### config.mk
export PLATFORM = sky130hd
export DESIGN_NAME = tilt_direction_decoder_flat
export DESIGN_NICKNAME = d
export VERILOG_FILES = /design/src/rtl/tilt_direction_decoder_pkg.sv /design/src/rtl/tilt_direction_decoder_if.sv /design/src/rtl/tilt_direction_decoder_axis.sv /design/src/rtl/tilt_direction_decoder.sv /design/src/flat_wrapper.sv
export SDC_FILE = /design/constraint.sdc
export NUM_CORES = 1
export LEC_CHECK = 0
export CAP_MARGIN = 20
export CORE_UTILIZATION = 40
export DETAILED_ROUTE_END_ITERATION = 10
export GPL_TIMING_DRIVEN = 1
export PLACE_DENSITY_LB_ADDON = 0.2
export SLEW_MARGIN = 25
export SYNTH_ARGS = -nofsm -noshare
export SYNTH_HDL_FRONTEND = slang
export SYNTH_HIERARCHICAL = 1
export SYNTH_SLANG_ARGS = --single-unit
### constraint.sdc
create_clock -name clock -period 7.3 [get_ports clock]
set_input_delay 0.73 -clock clock [delete_from_list [all_inputs] [get_ports clock]]
set_output_delay 0.73 -clock clock [all_outputs]
set_load 0.005 [all_outputs]
### src/rtl/tilt_direction_decoder_pkg.sv
`default_nettype none
// +----------------------------------------------------------------------------+
// | Package : tilt_direction_decoder_pkg                                       |
// | Purpose : Shared tilt-state encoding and counter width helper for the      |
// |           multi-axis tilt direction decoder.                               |
// | Rev     : 1.0  initial release                                             |
// +----------------------------------------------------------------------------+
package tilt_direction_decoder_pkg;

  typedef enum logic [1:0] {
    TILT_REST = 2'd0,
    TILT_POS  = 2'd1,
    TILT_NEG  = 2'd2
  } tilt_state_e;

  // Bits needed to hold the values 0..n, never less than one bit.
  function automatic int cnt_w(input int n);
    return (n < 1) ? 1 : $clog2(n + 1);
  endfunction

endpackage
`default_nettype wire

### src/rtl/tilt_direction_decoder_if.sv
`default_nettype none
// +----------------------------------------------------------------------------+
// | Interface : tilt_direction_decoder_if                                      |
// | Purpose   : Sample input bus and per-axis direction outputs of the tilt    |
// |             decoder. The master drives samples, the slave is the decoder.  |
// | Rev       : 1.0  initial release                                           |
// +----------------------------------------------------------------------------+
interface tilt_direction_decoder_if #(
  parameter int NUM_AXES = 2,
  parameter int WIDTH    = 9
);
  logic                      sample_valid;
  logic [NUM_AXES*WIDTH-1:0] sample_data;
  logic                      cal_capture;
  logic [NUM_AXES-1:0]       dir_pos;
  logic [NUM_AXES-1:0]       dir_neg;
  logic [NUM_AXES-1:0]       dir_rest;
  logic [NUM_AXES-1:0]       change_pulse;
  logic [NUM_AXES-1:0]       repeat_pulse;

  modport master (
    output sample_valid, sample_data, cal_capture,
    input  dir_pos, dir_neg, dir_rest, change_pulse, repeat_pulse
  );

  modport slave (
    input  sample_valid, sample_data, cal_capture,
    output dir_pos, dir_neg, dir_rest, change_pulse, repeat_pulse
  );
endinterface
`default_nettype wire

### src/rtl/tilt_direction_decoder_axis.sv
`default_nettype none
// +----------------------------------------------------------------------------+
// | Module  : tilt_direction_decoder_axis                                      |
// | Purpose : One tilt axis: runtime centre register, deadband/hysteresis      |
// |           classifier, debounce and optional auto-repeat.                   |
// | Config  : TILT_AUTOREPEAT_EN enables the repeat_pulse counter.             |
// | Rev     : 1.0  initial release                                             |
// +----------------------------------------------------------------------------+
module tilt_direction_decoder_axis
  import tilt_direction_decoder_pkg::*;
#(
  parameter int               WIDTH         = 9,
  parameter logic [WIDTH-1:0] CENTER_INIT   = '0,
  parameter int               DEADBAND      = 0,
  parameter int               HYST          = 0,
  parameter int               DEBOUNCE      = 1,
  parameter int               REPEAT_DELAY  = 50_000_000,
  parameter int               REPEAT_PERIOD = 10_000_000
) (
  input  logic             clock,
  input  logic             reset,
  input  logic             sample_valid,
  input  logic             cal_capture,
  input  logic [WIDTH-1:0] sample,
  output logic             dir_pos,
  output logic             dir_neg,
  output logic             dir_rest,
  output logic             change_pulse,
  output logic             repeat_pulse
);

  localparam int              CW      = cnt_w(DEBOUNCE);
  localparam logic [CW-1:0]   C_DEB   = CW'(DEBOUNCE);
  localparam int signed       C_ENTER = DEADBAND;
  localparam int signed       C_HOLD  = DEADBAND - HYST;

  logic [WIDTH-1:0]   centre_q, centre_d;
  tilt_state_e        state_q, state_d;
  tilt_state_e        cand_q, cand_d;
  tilt_state_e        cand;
  logic [CW-1:0]      cnt_q, cnt_d;
  logic               change_q, change_d;
  logic signed [WIDTH:0] diff;
  logic signed [31:0]    diff_w;

  // Zero-extended operands make the WIDTH+1 bit difference exact.
  assign diff   = $signed({1'b0, sample}) - $signed({1'b0, centre_q});
  assign diff_w = 32'(diff);

  // Classify the sample: entry needs DEADBAND, holding only DEADBAND-HYST.
  always_comb begin
    cand = TILT_REST;
    unique case (state_q)
      TILT_POS: begin
        if (diff_w > C_HOLD)          cand = TILT_POS;
        else if (diff_w < -C_ENTER)   cand = TILT_NEG;
      end
      TILT_NEG: begin
        if (diff_w < -C_HOLD)         cand = TILT_NEG;
        else if (diff_w > C_ENTER)    cand = TILT_POS;
      end
      default: begin
        if (diff_w > C_ENTER)         cand = TILT_POS;
        else if (diff_w < -C_ENTER)   cand = TILT_NEG;
      end
    endcase
  end

  // Debounce the candidate and handle recentring; frozen without sample_valid.
  always_comb begin
    centre_d = centre_q;
    state_d  = state_q;
    cand_d   = cand_q;
    cnt_d    = cnt_q;
    change_d = 1'b0;
    if (sample_valid && cal_capture) begin
      centre_d = sample;
      state_d  = TILT_REST;
      cand_d   = TILT_REST;
      cnt_d    = '0;
      change_d = (state_q != TILT_REST);
    end else if (sample_valid) begin
      cand_d = cand;
      if (cand == state_q)     cnt_d = '0;
      else if (cand == cand_q) cnt_d = cnt_q + CW'(1);
      else                     cnt_d = CW'(1);
      if ((cand != state_q) && (cnt_d >= C_DEB)) begin
        state_d  = cand;
        cnt_d    = '0;
        change_d = 1'b1;
      end
    end
  end

  // Axis state registers.
  always_ff @(posedge clock) begin
    if (reset) begin
      centre_q <= CENTER_INIT;
      state_q  <= TILT_REST;
      cand_q   <= TILT_REST;
      cnt_q    <= '0;
      change_q <= 1'b0;
    end else begin
      centre_q <= centre_d;
      state_q  <= state_d;
      cand_q   <= cand_d;
      cnt_q    <= cnt_d;
      change_q <= change_d;
    end
  end

  assign dir_pos      = (state_q == TILT_POS);
  assign dir_neg      = (state_q == TILT_NEG);
  assign dir_rest     = (state_q == TILT_REST);
  assign change_pulse = change_q;

`ifdef TILT_AUTOREPEAT_EN
  localparam int            RW        = cnt_w(REPEAT_DELAY);
  localparam logic [RW-1:0] C_RDELAY  = RW'(REPEAT_DELAY);
  localparam logic [RW-1:0] C_RRELOAD = RW'(REPEAT_DELAY - REPEAT_PERIOD);

  logic [RW-1:0] rpt_cnt_q, rpt_cnt_d;
  logic          repeat_q, repeat_d;

  // Count held clocks; on reaching the delay, pulse and step back one period
  // so later pulses follow every REPEAT_PERIOD without the counter wrapping.
  always_comb begin
    rpt_cnt_d = rpt_cnt_q;
    repeat_d  = 1'b0;
    if ((state_d != state_q) || (sample_valid && cal_capture) ||
        (state_q == TILT_REST)) begin
      rpt_cnt_d = '0;
    end else if (rpt_cnt_q + RW'(1) == C_RDELAY) begin
      repeat_d  = 1'b1;
      rpt_cnt_d = C_RRELOAD;
    end else begin
      rpt_cnt_d = rpt_cnt_q + RW'(1);
    end
  end

  // Auto-repeat registers.
  always_ff @(posedge clock) begin
    if (reset) begin
      rpt_cnt_q <= '0;
      repeat_q  <= 1'b0;
    end else begin
      rpt_cnt_q <= rpt_cnt_d;
      repeat_q  <= repeat_d;
    end
  end

  assign repeat_pulse = repeat_q;
`else
  assign repeat_pulse = 1'b0;
`endif

endmodule
`default_nettype wire

### src/rtl/tilt_direction_decoder.sv
`default_nettype none
// +----------------------------------------------------------------------------+
// | Module  : tilt_direction_decoder                                           |
// | Purpose : Multi-axis accelerometer tilt classifier producing debounced     |
// |           POS/REST/NEG flags, change strobes and optional repeat strobes.  |
// | Config  : TILT_AUTOREPEAT_EN enables per-axis auto-repeat counters.        |
// | Rev     : 1.0  initial release                                             |
// +----------------------------------------------------------------------------+
module tilt_direction_decoder
  import tilt_direction_decoder_pkg::*;
#(
  parameter int                        NUM_AXES      = 2,
  parameter int                        WIDTH         = 9,
  parameter logic [NUM_AXES*WIDTH-1:0] CENTER_INIT   = {9'd80, 9'd385},
  parameter int                        DEADBAND      = 0,
  parameter int                        HYST          = 0,
  parameter int                        DEBOUNCE      = 1,
  parameter int                        REPEAT_DELAY  = 50_000_000,
  parameter int                        REPEAT_PERIOD = 10_000_000
) (
  input  logic                     clock,
  input  logic                     reset,
  tilt_direction_decoder_if.slave  bus
);

  logic [NUM_AXES-1:0] pos_vec;
  logic [NUM_AXES-1:0] neg_vec;
  logic [NUM_AXES-1:0] rest_vec;
  logic [NUM_AXES-1:0] change_vec;
  logic [NUM_AXES-1:0] repeat_vec;

  // One independent axis per slice; cal_capture and sample_valid fan out to all.
  for (genvar i = 0; i < NUM_AXES; i++) begin : g_axis
    tilt_direction_decoder_axis #(
      .WIDTH         (WIDTH),
      .CENTER_INIT   (CENTER_INIT[i*WIDTH +: WIDTH]),
      .DEADBAND      (DEADBAND),
      .HYST          (HYST),
      .DEBOUNCE      (DEBOUNCE),
      .REPEAT_DELAY  (REPEAT_DELAY),
      .REPEAT_PERIOD (REPEAT_PERIOD)
    ) u_axis (
      .clock        (clock),
      .reset        (reset),
      .sample_valid (bus.sample_valid),
      .cal_capture  (bus.cal_capture),
      .sample       (bus.sample_data[i*WIDTH +: WIDTH]),
      .dir_pos      (pos_vec[i]),
      .dir_neg      (neg_vec[i]),
      .dir_rest     (rest_vec[i]),
      .change_pulse (change_vec[i]),
      .repeat_pulse (repeat_vec[i])
    );
  end

  assign bus.dir_pos      = pos_vec;
  assign bus.dir_neg      = neg_vec;
  assign bus.dir_rest     = rest_vec;
  assign bus.change_pulse = change_vec;
  assign bus.repeat_pulse = repeat_vec;

endmodule
`default_nettype wire

### src/flat_wrapper.sv
// flat-port wrapper written by rule: the top's interface ports become plain ports
module tilt_direction_decoder_flat import tilt_direction_decoder_pkg::*;
#(
  parameter int                        NUM_AXES      = 2,
  parameter int                        WIDTH         = 9,
  parameter logic [NUM_AXES*WIDTH-1:0] CENTER_INIT   = {9'd80, 9'd385},
  parameter int                        DEADBAND      = 0,
  parameter int                        HYST          = 0,
  parameter int                        DEBOUNCE      = 1,
  parameter int                        REPEAT_DELAY  = 50_000_000,
  parameter int                        REPEAT_PERIOD = 10_000_000
)
  (clock, reset, bus_sample_valid, bus_sample_data, bus_cal_capture, bus_dir_pos, bus_dir_neg, bus_dir_rest, bus_change_pulse, bus_repeat_pulse);
  tilt_direction_decoder_if #(.NUM_AXES(NUM_AXES), .WIDTH(WIDTH)) bus_i ();
  input  logic clock;
  input  logic reset;
  input wire logic [$bits(bus_i.sample_valid)-1:0] bus_sample_valid;
  input wire logic [$bits(bus_i.sample_data)-1:0] bus_sample_data;
  input wire logic [$bits(bus_i.cal_capture)-1:0] bus_cal_capture;
  output wire logic [$bits(bus_i.dir_pos)-1:0] bus_dir_pos;
  output wire logic [$bits(bus_i.dir_neg)-1:0] bus_dir_neg;
  output wire logic [$bits(bus_i.dir_rest)-1:0] bus_dir_rest;
  output wire logic [$bits(bus_i.change_pulse)-1:0] bus_change_pulse;
  output wire logic [$bits(bus_i.repeat_pulse)-1:0] bus_repeat_pulse;
  assign bus_i.sample_valid = bus_sample_valid;
  assign bus_i.sample_data = bus_sample_data;
  assign bus_i.cal_capture = bus_cal_capture;
  assign bus_dir_pos = bus_i.dir_pos;
  assign bus_dir_neg = bus_i.dir_neg;
  assign bus_dir_rest = bus_i.dir_rest;
  assign bus_change_pulse = bus_i.change_pulse;
  assign bus_repeat_pulse = bus_i.repeat_pulse;
  tilt_direction_decoder #(.NUM_AXES(NUM_AXES), .WIDTH(WIDTH), .CENTER_INIT(CENTER_INIT), .DEADBAND(DEADBAND), .HYST(HYST), .DEBOUNCE(DEBOUNCE), .REPEAT_DELAY(REPEAT_DELAY), .REPEAT_PERIOD(REPEAT_PERIOD)) u_core (.clock(clock), .reset(reset), .bus(bus_i));
endmodule
==> metrics.cfg <==
[status]
status=completed

[die]
fp.coreArea_um2=5540
die_area_um2=6069
initial_core_util_pct=41.60
rows=27
die_w_um=77.91
io_pins=32
die_h_um=77.91

[power_and_ir_drop]
seqPwrFrac_pct=39.2
p_int_w=0.0003089
vdd_drop_max_uv=119.1
switching_share_pct=31.91
p_switching_w=0.0001448
power_frac_clock_pct=31.5
comb_power_share_pct=29.2
p_leak_nw=1.046
cellPowerDensity_nw_per_um2=165.0
total_power_w=0.0004537

[setup_path]
crit_end=u_core/g_axis[1].u_axis/change_pulse
worstSetupStartpoint=bus_sample_data[9]
startpoint_type=input pin
arrival_ns=3.72
crit_type=input pin to flip-flop
rr_endpoint=u_core/g_axis[0].u_axis/change_pulse
rr_worst_depth=11
rr_startpoint=u_core/g_axis[0].u_axis/centre_q[0]
cp_data_required_time_ns=7.49
worstPathMaxFanout=3
reg2reg_setup_slack_ns=4.37
cp-end-kind=flip-flop

[sta]
hold_viol_final=0
slew_violations=0
min_period_ns=3.532
post-route-period-util_pct=48.39
tns_ns=0
rsz0062_at_grt=no
slew_headroom_pct=53.58
setup_viol=0
skew_ns=0.006602
fmax_mhz=283.1
worst_pin_slew_ns=0.6916

[layout]
drive_gt1_share_pct=8.308
fin_area_um2=2750
final_nets=366
fillers=570
diodes=0
area_growth_pct=19.33

[place]
gp_congestion=0.8218
port_buffers=29
dp_hpwl_um=3620
placed_area_um2=2655

[detailed_routing]
drc=0
vias=2088
drt_iter0_drc=68
wl_per_cell_um=12.04
antenna_left=0
viasPerCell=5.259
routed_wl_um=4780
drtPass1Iterations=4

[clock_tree]
clk_latency_ns=0.28
clk_pin_slew_ns=0.07
hold_buffers=0
postCtsResizedCells=0
cts.sinks=30
cts_tree=built
numCtsBuffers=5
postCtsSetupRepairBufs=0
htreeDepth=2
clock-root-buffer=clkbuf_8
cts_buffer_depth=2

[synthesis]
ys_seq_area_share_pct=26.06
ys.warnings.count=6
yosysTopAreaCellShare_pct=26.06
synth_area_um2=2305
syn_inst=295
synth_fp_nets=337
synth.distinct_cells=45
syn_avg_cell_area_um2=7.813
yosys.area.top_type=dfxtp_1
yosys-top-cells-area=dfxtp_1 (26%), ha_1 (9.8%), nand2_1 (7.8%), nor2_1 (4.4%), inv_1 (4.2%)
ys_seq_elements=30

[grt]
use_met3_pct=3.294
grt_pass1_wl_um=8466
track_usage_pct=17.17
antenna_found_initial=0
grt_max_degree=31
grt_pass1_vias=1980
grt_busiest_layer=met2
grt_util_met2_pct=30.80
globalRoute.totalOverflow=0
met1_usage_pct=20.57

[job]
maxCapViolCount=0

[hold_path]
hold_class=flip-flop to flip-flop

[sequential cells by signal, summed over array words and instances, names as in the netlist]
| register | flops |
|---|---|
| u_core/g_axis.u_axis/cand_q | 4 |
| u_core/g_axis.u_axis/centre_q | 18 |
| u_core/g_axis.u_axis/change_pulse | 2 |
| u_core/g_axis.u_axis/cnt_q | 2 |
| u_core/g_axis.u_axis/state_q | 4 |
[cells in the mapped netlist, drive strengths merged]
cell      n
a311oi    2
o21ai    10
dfxtp    30
o21a      4
fa        2
o31ai     2
buf       2
a21boi    4
o221ai    2
nor2     27
nor3      8
conb      2
a31oi     4
nand3b    6
clkbuf    6
o2111ai   2
mux2i     6
nor2b     8
or2       4
ha       18
a21bo     2
a2111oi   4
nand4b    2
o41ai     2
xnor2     6
or3       4
a21o      4
o21bai    2
o311a     2
a21oi    19
nor3b     2
nand2    48
xor2      2
nand4     2
o211ai   10
a211o     1
nand2b    4
and2      4
inv      26
[kinds of logic after synthesis]
kind of cell	after synthesis	share of synthesized area [%]
flip-flops	30	26.06
AO/OA/AOI/OAI	76	26.22
multiplexers	6	2.606
AND/OR/NAND/NOR	119	24.37
buffers and inverters	34	5.863
XOR/XNOR	8	3.040
adder cells (fa/ha/maj)	20	11.51
other	2	0.3259
[metrics by stage]
| step | cells | utilization [%] | setup WS [ns] | hold slack (ns) |
|---|---|---|---|---|
| floorplan | 295 | - | 4.156 | 0.4363 |
| global placement | 389 | 47.92 | 3.514 | 0.4426 |
| detailed placement | 389 | 47.92 | 3.482 | 0.4463 |
| CTS | 397 | 49.64 | 3.776 | 0.4558 |
| global route | 397 | 49.64 | 3.569 | 0.4769 |
| finish | 397 | 49.64 | 3.768 | 0.4551 |
[metal layers]
layer  vias up  part of all wire (%)
li1       1089                     -
met1       968                    49
met2        26                    47
met3         5                   2.7
met4         0                   1.2
met5         -                     0
[power groups by stage]
stage / Combinational [W] / Sequential (W) / Clock [W]
after detailed placement: 0.000132 / 0.000182 / 0
after global placement: 0.000131 / 0.000181 / 0
after global routing: 0.000149 / 0.000179 / 0.000156
final: 0.000133 / 0.000178 / 0.000143
after CTS: 0.000133 / 0.000178 / 0.000147
after floorplan: 0.0000933 / 0.000180 / 0
[layout by cell type, fill, tap and decap left out, drive strengths merged, types with 2 or more instances in the layout]
cell type,count
nand2,48
a21oi,19
ha,18
dfxtp,30
or3,4
o21a,4
and2,4
o31ai,2
xnor2,6
clkbuf,6
o221ai,2
o21bai,2
clkdlybuf4s50,29
a31oi,4
nand2b,4
a311oi,2
a21o,4
nand4b,2
nor2,27
o2111ai,2
inv,26
xor2,2
a21boi,4
o311a,2
mux2i,6
nor2b,8
o21ai,10
conb,2
a2111oi,4
o211ai,10
a21bo,2
nand4,2
o41ai,2
nor3,8
nand3b,6
fa,2
nor3b,2
or2,4
[how the worst min path moves through the flow]
stage,start,end,slack [ns],cells past startpoint
final,u_core/g_axis[1].u_axis/centre_q[8],u_core/g_axis[1].u_axis/centre_q[8],0.46,2
after global routing,u_core/g_axis[1].u_axis/centre_q[1],u_core/g_axis[1].u_axis/centre_q[1],0.48,2
after detailed placement,u_core/g_axis[1].u_axis/centre_q[8],u_core/g_axis[1].u_axis/centre_q[8],0.45,2
after global placement,u_core/g_axis[1].u_axis/centre_q[5],u_core/g_axis[1].u_axis/centre_q[5],0.44,2
after floorplan,u_core/g_axis[0].u_axis/centre_q[1],u_core/g_axis[0].u_axis/centre_q[1],0.44,2
after CTS,u_core/g_axis[1].u_axis/centre_q[8],u_core/g_axis[1].u_axis/centre_q[8],0.46,2
[area by class of cell]
type                            count  area [um^2]  share of cell area [%]
Clock buffer                        6        82.58                   3.003
Inverter                           26        97.59                   3.549
Tap cell                           72        90.09                   3.276
Multi-Input combinational cell    231         1569                   57.05
Clock inverter                      2        12.51                  0.4550
Timing Repair Buffer               30        297.8                   10.83
Sequential cell                    30        600.6                   21.84
[worst max-delay path: stages]
cell	delay (ns)
clkdlybuf4s50_1	0.47
inv_1	0.05
ha_1	0.19
inv_1	0.06
fa_1	0.41
nor2b_1	0.16
o221ai_1	0.12
a31oi_1	0.16
o2111ai_1	0.25
a2111oi_4	0.39
mux2i_1	0.16
or2_1	0.28
o41ai_2	0.28
No activity file was read; power rests on OpenSTA's default activity.
